File: src/rtl/conv_pkg.sv
// Shared constants and types for the convolution datapath.
package conv_pkg;

    localparam int FMS_PATCH_SIZE    = 8;
    localparam int KERNEL_SIZE       = 3;
    localparam int IN_DATA_WIDTH     = 8;
    localparam int KERNEL_DATA_WIDTH = 4;
    localparam int CORE_NUM          = 2;
    // Accumulator width of one core result: pixel * weight summed over the kernel window.
    localparam int OUT_DATA_WIDTH    = IN_DATA_WIDTH + KERNEL_DATA_WIDTH +
                                       $clog2(2 * KERNEL_SIZE * KERNEL_SIZE);

    typedef enum logic {IDLE, STREAM} state_e;

endpackage

File: src/rtl/conv_pix_requant.sv
// Per-pixel requantiser: arithmetic right shift, then clamp to the output width.
module conv_pix_requant #(
    parameter int IN_DATA_WIDTH = 17,
    parameter int OUT_PIX_WIDTH = 8,
    parameter int SHIFT         = 0,
    parameter bit SIGNED_OUT    = 1'b1
) (
    input  logic [IN_DATA_WIDTH-1:0] din,
    output logic [OUT_PIX_WIDTH-1:0] dout,
    output logic                     sat
);

    // One guard bit so the unsigned upper bound is representable as a positive signed value.
    localparam int EW = IN_DATA_WIDTH + 1;

    localparam logic signed [EW-1:0] S_MAX = {{(EW-OUT_PIX_WIDTH+1){1'b0}},
                                              {(OUT_PIX_WIDTH-1){1'b1}}};
    localparam logic signed [EW-1:0] S_MIN = {{(EW-OUT_PIX_WIDTH+1){1'b1}},
                                              {(OUT_PIX_WIDTH-1){1'b0}}};
    localparam logic signed [EW-1:0] U_MAX = {{(EW-OUT_PIX_WIDTH){1'b0}},
                                              {OUT_PIX_WIDTH{1'b1}}};

    logic signed [EW-1:0] shifted;

    always_comb begin
        shifted = $signed({din[IN_DATA_WIDTH-1], din}) >>> SHIFT;
        dout    = shifted[OUT_PIX_WIDTH-1:0];
        sat     = 1'b0;
        if (SIGNED_OUT) begin
            if (shifted > S_MAX) begin
                dout = S_MAX[OUT_PIX_WIDTH-1:0];
                sat  = 1'b1;
            end else if (shifted < S_MIN) begin
                dout = S_MIN[OUT_PIX_WIDTH-1:0];
                sat  = 1'b1;
            end
        end else begin
            if (shifted < 0) begin
                dout = '0;
                sat  = 1'b1;
            end else if (shifted > U_MAX) begin
                dout = '1;
                sat  = 1'b1;
            end
        end
    end

endmodule

File: src/rtl/conv_out_serializer.sv
// Captures a full parallel output patch and streams it out one requantised pixel per beat,
// raster order, reloading on the final handshake so consecutive patches have no bubble.
module conv_out_serializer #(
    parameter int FMS_PATCH_SIZE = conv_pkg::FMS_PATCH_SIZE,
    parameter int IN_DATA_WIDTH  = conv_pkg::OUT_DATA_WIDTH,
    parameter int OUT_PIX_WIDTH  = 8,
    parameter int SHIFT          = 0,
    parameter bit SIGNED_OUT     = 1'b1
) (
    input  logic                                                   clk,
    input  logic                                                   rst,
    input  logic [FMS_PATCH_SIZE*FMS_PATCH_SIZE*IN_DATA_WIDTH-1:0] patch_in,
    input  logic                                                   patch_vld,
    output logic                                                   patch_rdy,
    output logic [OUT_PIX_WIDTH-1:0]                               pix_data,
    output logic                                                   pix_vld,
    input  logic                                                   pix_rdy,
    output logic                                                   pix_eol,
    output logic                                                   pix_last,
    output logic                                                   pix_sat,
    output logic                                                   busy
);

    import conv_pkg::*;

    localparam int NPIX  = FMS_PATCH_SIZE * FMS_PATCH_SIZE;
    localparam int IDX_W = $clog2(NPIX);
    localparam logic [IDX_W-1:0] LAST_IDX = IDX_W'(NPIX - 1);

    state_e                          state_q;
    logic [IDX_W-1:0]                idx_q;
    logic [NPIX*IN_DATA_WIDTH-1:0]   buf_q;

    logic                            streaming;
    logic                            last_beat;
    logic                            pix_fire;
    logic                            load;
    logic [IN_DATA_WIDTH-1:0]        cur_pix;
    logic [OUT_PIX_WIDTH-1:0]        rq_data;
    logic                            rq_sat;

    always_comb begin
        streaming = (state_q == STREAM);
        last_beat = streaming && (idx_q == LAST_IDX);
        pix_fire  = streaming && pix_rdy;
        // Ready opens in IDLE, or on the final beat only when that beat is being consumed.
        patch_rdy = !streaming || (last_beat && pix_rdy);
        load      = patch_vld && patch_rdy;
        cur_pix   = buf_q[int'(idx_q)*IN_DATA_WIDTH +: IN_DATA_WIDTH];
    end

    always_ff @(posedge clk or posedge rst) begin
        if (rst) begin
            state_q <= IDLE;
            idx_q   <= '0;
            buf_q   <= '0;
        end else begin
            if (load) begin
                buf_q   <= patch_in;
                idx_q   <= '0;
                state_q <= STREAM;
            end else if (pix_fire) begin
                if (last_beat) begin
                    state_q <= IDLE;
                    idx_q   <= '0;
                end else begin
                    idx_q <= idx_q + 1'b1;
                end
            end
        end
    end

    conv_pix_requant #(
        .IN_DATA_WIDTH (IN_DATA_WIDTH),
        .OUT_PIX_WIDTH (OUT_PIX_WIDTH),
        .SHIFT         (SHIFT),
        .SIGNED_OUT    (SIGNED_OUT)
    ) u_requant (
        .din  (cur_pix),
        .dout (rq_data),
        .sat  (rq_sat)
    );

    always_comb begin
        pix_vld  = streaming;
        busy     = streaming;
        pix_data = streaming ? rq_data : '0;
        pix_sat  = streaming && rq_sat;
        pix_eol  = streaming && ((int'(idx_q) % FMS_PATCH_SIZE) == FMS_PATCH_SIZE - 1);
        pix_last = last_beat;
    end

endmodule

File: config.mk
export PLATFORM = sky130hd
export DESIGN_NAME = conv_out_serializer
export DESIGN_NICKNAME = d
export VERILOG_FILES = /design/src/rtl/conv_pkg.sv /design/src/rtl/conv_pix_requant.sv /design/src/rtl/conv_out_serializer.sv
export SDC_FILE = /design/constraint.sdc
export NUM_CORES = 2
export LEC_CHECK = 0
export BUFFER_PORTS_ARGS = -buffer_cell sky130_fd_sc_hd__buf_2
export CAP_MARGIN = 30
export CORE_AREA = 2 2 430 432
export DETAILED_ROUTE_END_ITERATION = 16
export DIE_AREA = 0 0 432 434
export SLEW_MARGIN = 5
export SYNTH_ARGS = -nofsm -noshare
export SYNTH_HDL_FRONTEND = slang
export SYNTH_HIERARCHICAL = 1
export SYNTH_SLANG_ARGS = --single-unit
File: constraint.sdc
create_clock -name clk -period 71.9 [get_ports clk]
set_input_delay 7.19 -clock clk [delete_from_list [all_inputs] [get_ports clk]]
set_output_delay 7.19 -clock clk [all_outputs]
set_load 0.005 [all_outputs]
---- After elaboration in Yosys (flattened, before gate mapping) ----
Cells that the tools add are included.
word-level totals
  word-level logic and storage cells ...... 32
  register bits after elaboration ......... 1095
cells by class
  multiply operators ...................... 1
  reduce and logical (&&, ||, !) cells .... 11
  $add $sub $neg .......................... 1
  $lt $le $gt $ge ......................... 2
  equality and inequality tests ........... 2
  multiplexer cells ....................... 11
  shift operators ......................... 1
operators with widths
  kind                    count
  $shiftx A1088 B12 Y17   1
  $mux W8                 3
  $mux W6                 3
  $gt A17 B8 Y1 const B   1
  $lt A17 B8 Y1 const B   1
  $mul A6 B5 Y11 const B  1
  $add A6 B1 Y6 const B   1
  $eq A6 B6 Y1 const B    1
  $logic_and A1 B1 Y1     6
  $mux W1                 5
  $reduce_bool A2 Y1      2
  $eq A3 B1 Y1 const B    1
  $reduce_and A2 Y1       1
  $logic_not A1 Y1        1
  $logic_or A1 B1 Y1      1

---- Depth between registers and ports, before layout ----
  word-level depth ........................ 7
  depth in mapped cells ................... 14
  gate-level depth less buffers ........... 9

---- Cells and area by module ----
Netlist, hierarchy kept.
by module, submodules not included
  module               cells an instance  area each (um^2)  instances  seq. area each (um^2)
  conv_out_serializer  5318               49605.1           1          27401.3
  conv_pix_requant     28                 242.7             1          0.0

---- Worst setup path after synthesis ----
No wires, ideal clock.
  kind .................................... input port to output port
  start ................................... input port pix_rdy
  end ..................................... output port patch_rdy
  arrival time ............................ 7.538 ns
  slack ................................... 57.172 ns
  stages on the path ...................... 2
  cell sequence ........................... inv_1 -> o31ai_2
on the way
  longest elaborated chain between the ends .. 2
RTL lines
  what                 line                       text
  start: declaration   conv_out_serializer.sv:17  input logic pix_rdy,
  $logic_and A1 B1 Y1  conv_out_serializer.sv:47  patch_rdy = !streaming || (last_beat && pix_rdy);
  $logic_or A1 B1 Y1   conv_out_serializer.sv:47
  end: declaration     conv_out_serializer.sv:14  output logic patch_rdy,
No other way between the ends.

---- Final worst setup path ----
Same ends and word-level chain as after synthesis.

==> out/metrics.yaml <==
outcome: "complete, no violations"
cp-startpoint: "pix_rdy"
rsz0062_at_grt: "false"
synth.area.top_cells: "dfrtp_1 55%, nand2_1 25%, mux4_2 12%, buf_2 1.8%, mux2i_1 1.0%"
syn_to_final_growth_pct: 24.2
avgRoutedWirePerCell_um: 23.2
clkSlewWorstSetupHoldPaths_ns: 0.06
critPathArrivalTime_ns: 8.03
grt_overflow_total: 0
drc: 0
first_global_vias: 42500
maxCapViolations: 0
yosys_register_bits: 1095
syn-num-nets: 6440
fin_skew_ns: 0.0398
rows: 157
die-area_um2: 187000
gp_congestion: 0.928
io_pins: 1106
netlist_area_um2: 49800
vias_per_cell: 4.73
clk_path_buf_depth: 3
start_util: 0.273
path_class: "in2out"
vias: 42100
ctsResizeCount: 0
synth_most_common_cell: "nand2_1"
cts_max_level: 3
vdd_ir_drop_max_v: 0.0000209
routed.top_layer: "met5"
r2r_start: "idx_q[1]"
coreArea_um2: 182000
crit_required_ns: 64.71
finalHoldViolations: 0
worstSkewPairLatency_ns: 0.78
antenna_left: 0
met3RoutedLength_mm: 11.1
cts_buffers: 121
grt_max_degree: 203
die_x_um: 432
min_period_ns: 15.22
worstSetupEndpointType: "output port"
drt-met1-wl_mm: 79.5
nets: 7400
r2r-end: "buf_q[496]"
yosys_warnings: 6
yosys-top-cells-count: "3294 x nand2_1, 1095 x dfrtp_1, 272 x mux4_2"
dr.pass1.iters: 7
drtIter0Drc: 3789
synthesis.instances: 5346
wl_mm: 206
cts_hold_buf: 0
synth_top_cell_area_share: 0.550
hold_path_depth: 2
die_h_um: 434
synth_area_leader_cell: "dfrtp_1"
synth.yosys.seq_area_share: 0.550
drv_slew: 0
root_buffer: "clkbuf_16"
cts_tree: "built"
start_kind: "input pin"
finalPower_w: 0.00194
fillCellCount: 18900
fmax_mhz: 65.7
synth_edf_count: 0
crit_fanout: 5
hpwl_mm: 157
syn_avg_cell_area_um2: 9.32
tightest_slew_ns: 1.17
p_per_area_nw_per_um2: 31.3
antenna_found_initial: 109
drive_gt1_frac: 0.264
grt_util_all_layers: 0.215
hold_class: "reg2reg"
portBuffers: 1105
dr_wl_met2_mm: 103
postCtsSetupRepairBufs: 0
clock_sinks: 1095
leakage_nw: 32.2
synth_ff_type: "dfrtp_1"
setup_viol: 0
r2r_setup_slack_ns: 64.69
period_share: 0.212
slew_headroom: 0.215
finalSetupTns_ns: 0
critical_path.endpoint: "patch_rdy"
grt_pass1_wl_mm: 292
synth-async-reset-ratio: 1.00
synth_cell_types: 39
worst_r2r_path_depth: 13
==> state kept, by name, indices dropped and copies added (netlist names) <==
signal	flops
buf_q	1088
idx_q	6
busy	1
==> layout by cell type (no fill, tap or decap), types with 5 or more instances in the layout <==
cell type	count
mux4_2	272
nor4_2	11
and2_1	11
a21oi_1	35
clkinv_2	26
o2bb2ai_1	7
mux2i_1	52
o21bai_1	17
clkinvlp_4	6
clkbuf_16	122
o22ai_1	34
nand2_1	3292
o221ai_1	18
diode_2	92
nor2_1	73
clkinv_4	5
clkbuf_8	37
dfrtp_1	1090
buf_4	60
a22oi_1	17
bufinv_16	6
buf_12	7
o21ai_0	20
nor4_1	14
buf_2	1110
buf_16	8
clkbuf_1	16
==> area by class of cell <==
| type | count | area, um2 | share of cell area |
|---|---|---|---|
| timing repair buffer | 1185 | 6370 | 0.103 |
| clock buffer | 175 | 3620 | 0.0585 |
| multi-input combinational | 3900 | 20800 | 0.335 |
| inverter | 3 | 18.8 | 0.000303 |
| sequential | 1095 | 27400 | 0.443 |
| clock inverter | 50 | 494 | 0.00799 |
| antenna | 92 | 230 | 0.00372 |
| tap | 2385 | 2980 | 0.0482 |
==> metal layers <==
layer,GRT usage,vias up
li1,-,19100
met1,0.259,20900
met2,0.366,1615
met3,0.0306,419
met4,0.128,24
met5,0,-
==> through the flow <==
| stage | hold WS [ns] | area [um2] | instances | setup slack (ns) | util |
|---|---|---|---|---|---|
| after floorplan | 0.440 | 49800 | 5346 | 33.88 | - |
| after global placement | 0.451 | 57200 | 8546 | 56.69 | 0.313 |
| after detailed placement | 0.457 | 57400 | 8563 | 56.69 | 0.315 |
| after CTS | 0.471 | 61500 | 8788 | 56.68 | 0.337 |
| after global routing | 0.487 | 61800 | 8865 | 56.60 | 0.339 |
| final | 0.467 | 61900 | 8885 | 56.68 | 0.339 |
==> how the worst min path moves through the flow <==
stage | to | slack [ns] | start
4_1_cts | buf_q[369] | 0.47 | buf_q[369]
2_1_floorplan | buf_q[1000] | 0.44 | buf_q[1000]
5_1_grt | buf_q[921] | 0.49 | buf_q[921]
3_3_place_gp | buf_q[359] | 0.45 | buf_q[359]
3_5_place_dp | buf_q[369] | 0.46 | buf_q[369]
6_report | buf_q[1063] | 0.47 | buf_q[1063]
==> kinds of logic (layout without fill, tap and decap cells) <==
kind of cell,after synthesis,after routing,share of synthesized area
other cells,0,92,0
simple gates,3422,3422,0.262
xor+xnor,2,2,0.000351
mux,324,324,0.133
flops,1095,1095,0.550
compound gates,150,150,0.0197
buf+inv,351,1413,0.0347
fa+ha+maj,2,2,0.000502
==> power by group <==
group	internal, W	switching, W	leakage [nW]
Sequential	0.000690	0.0000558	13.8
Combinational	0.000214	0.000336	16.4
Clock	0.000371	0.000272	2.04
==> critical path, stage by stage <==
cell and delay, ns:
buf_2 0.13, inv_1 0.06, o31ai_2 0.44, buf_2 0.21
No activity file was read; power rests on OpenSTA's default activity.
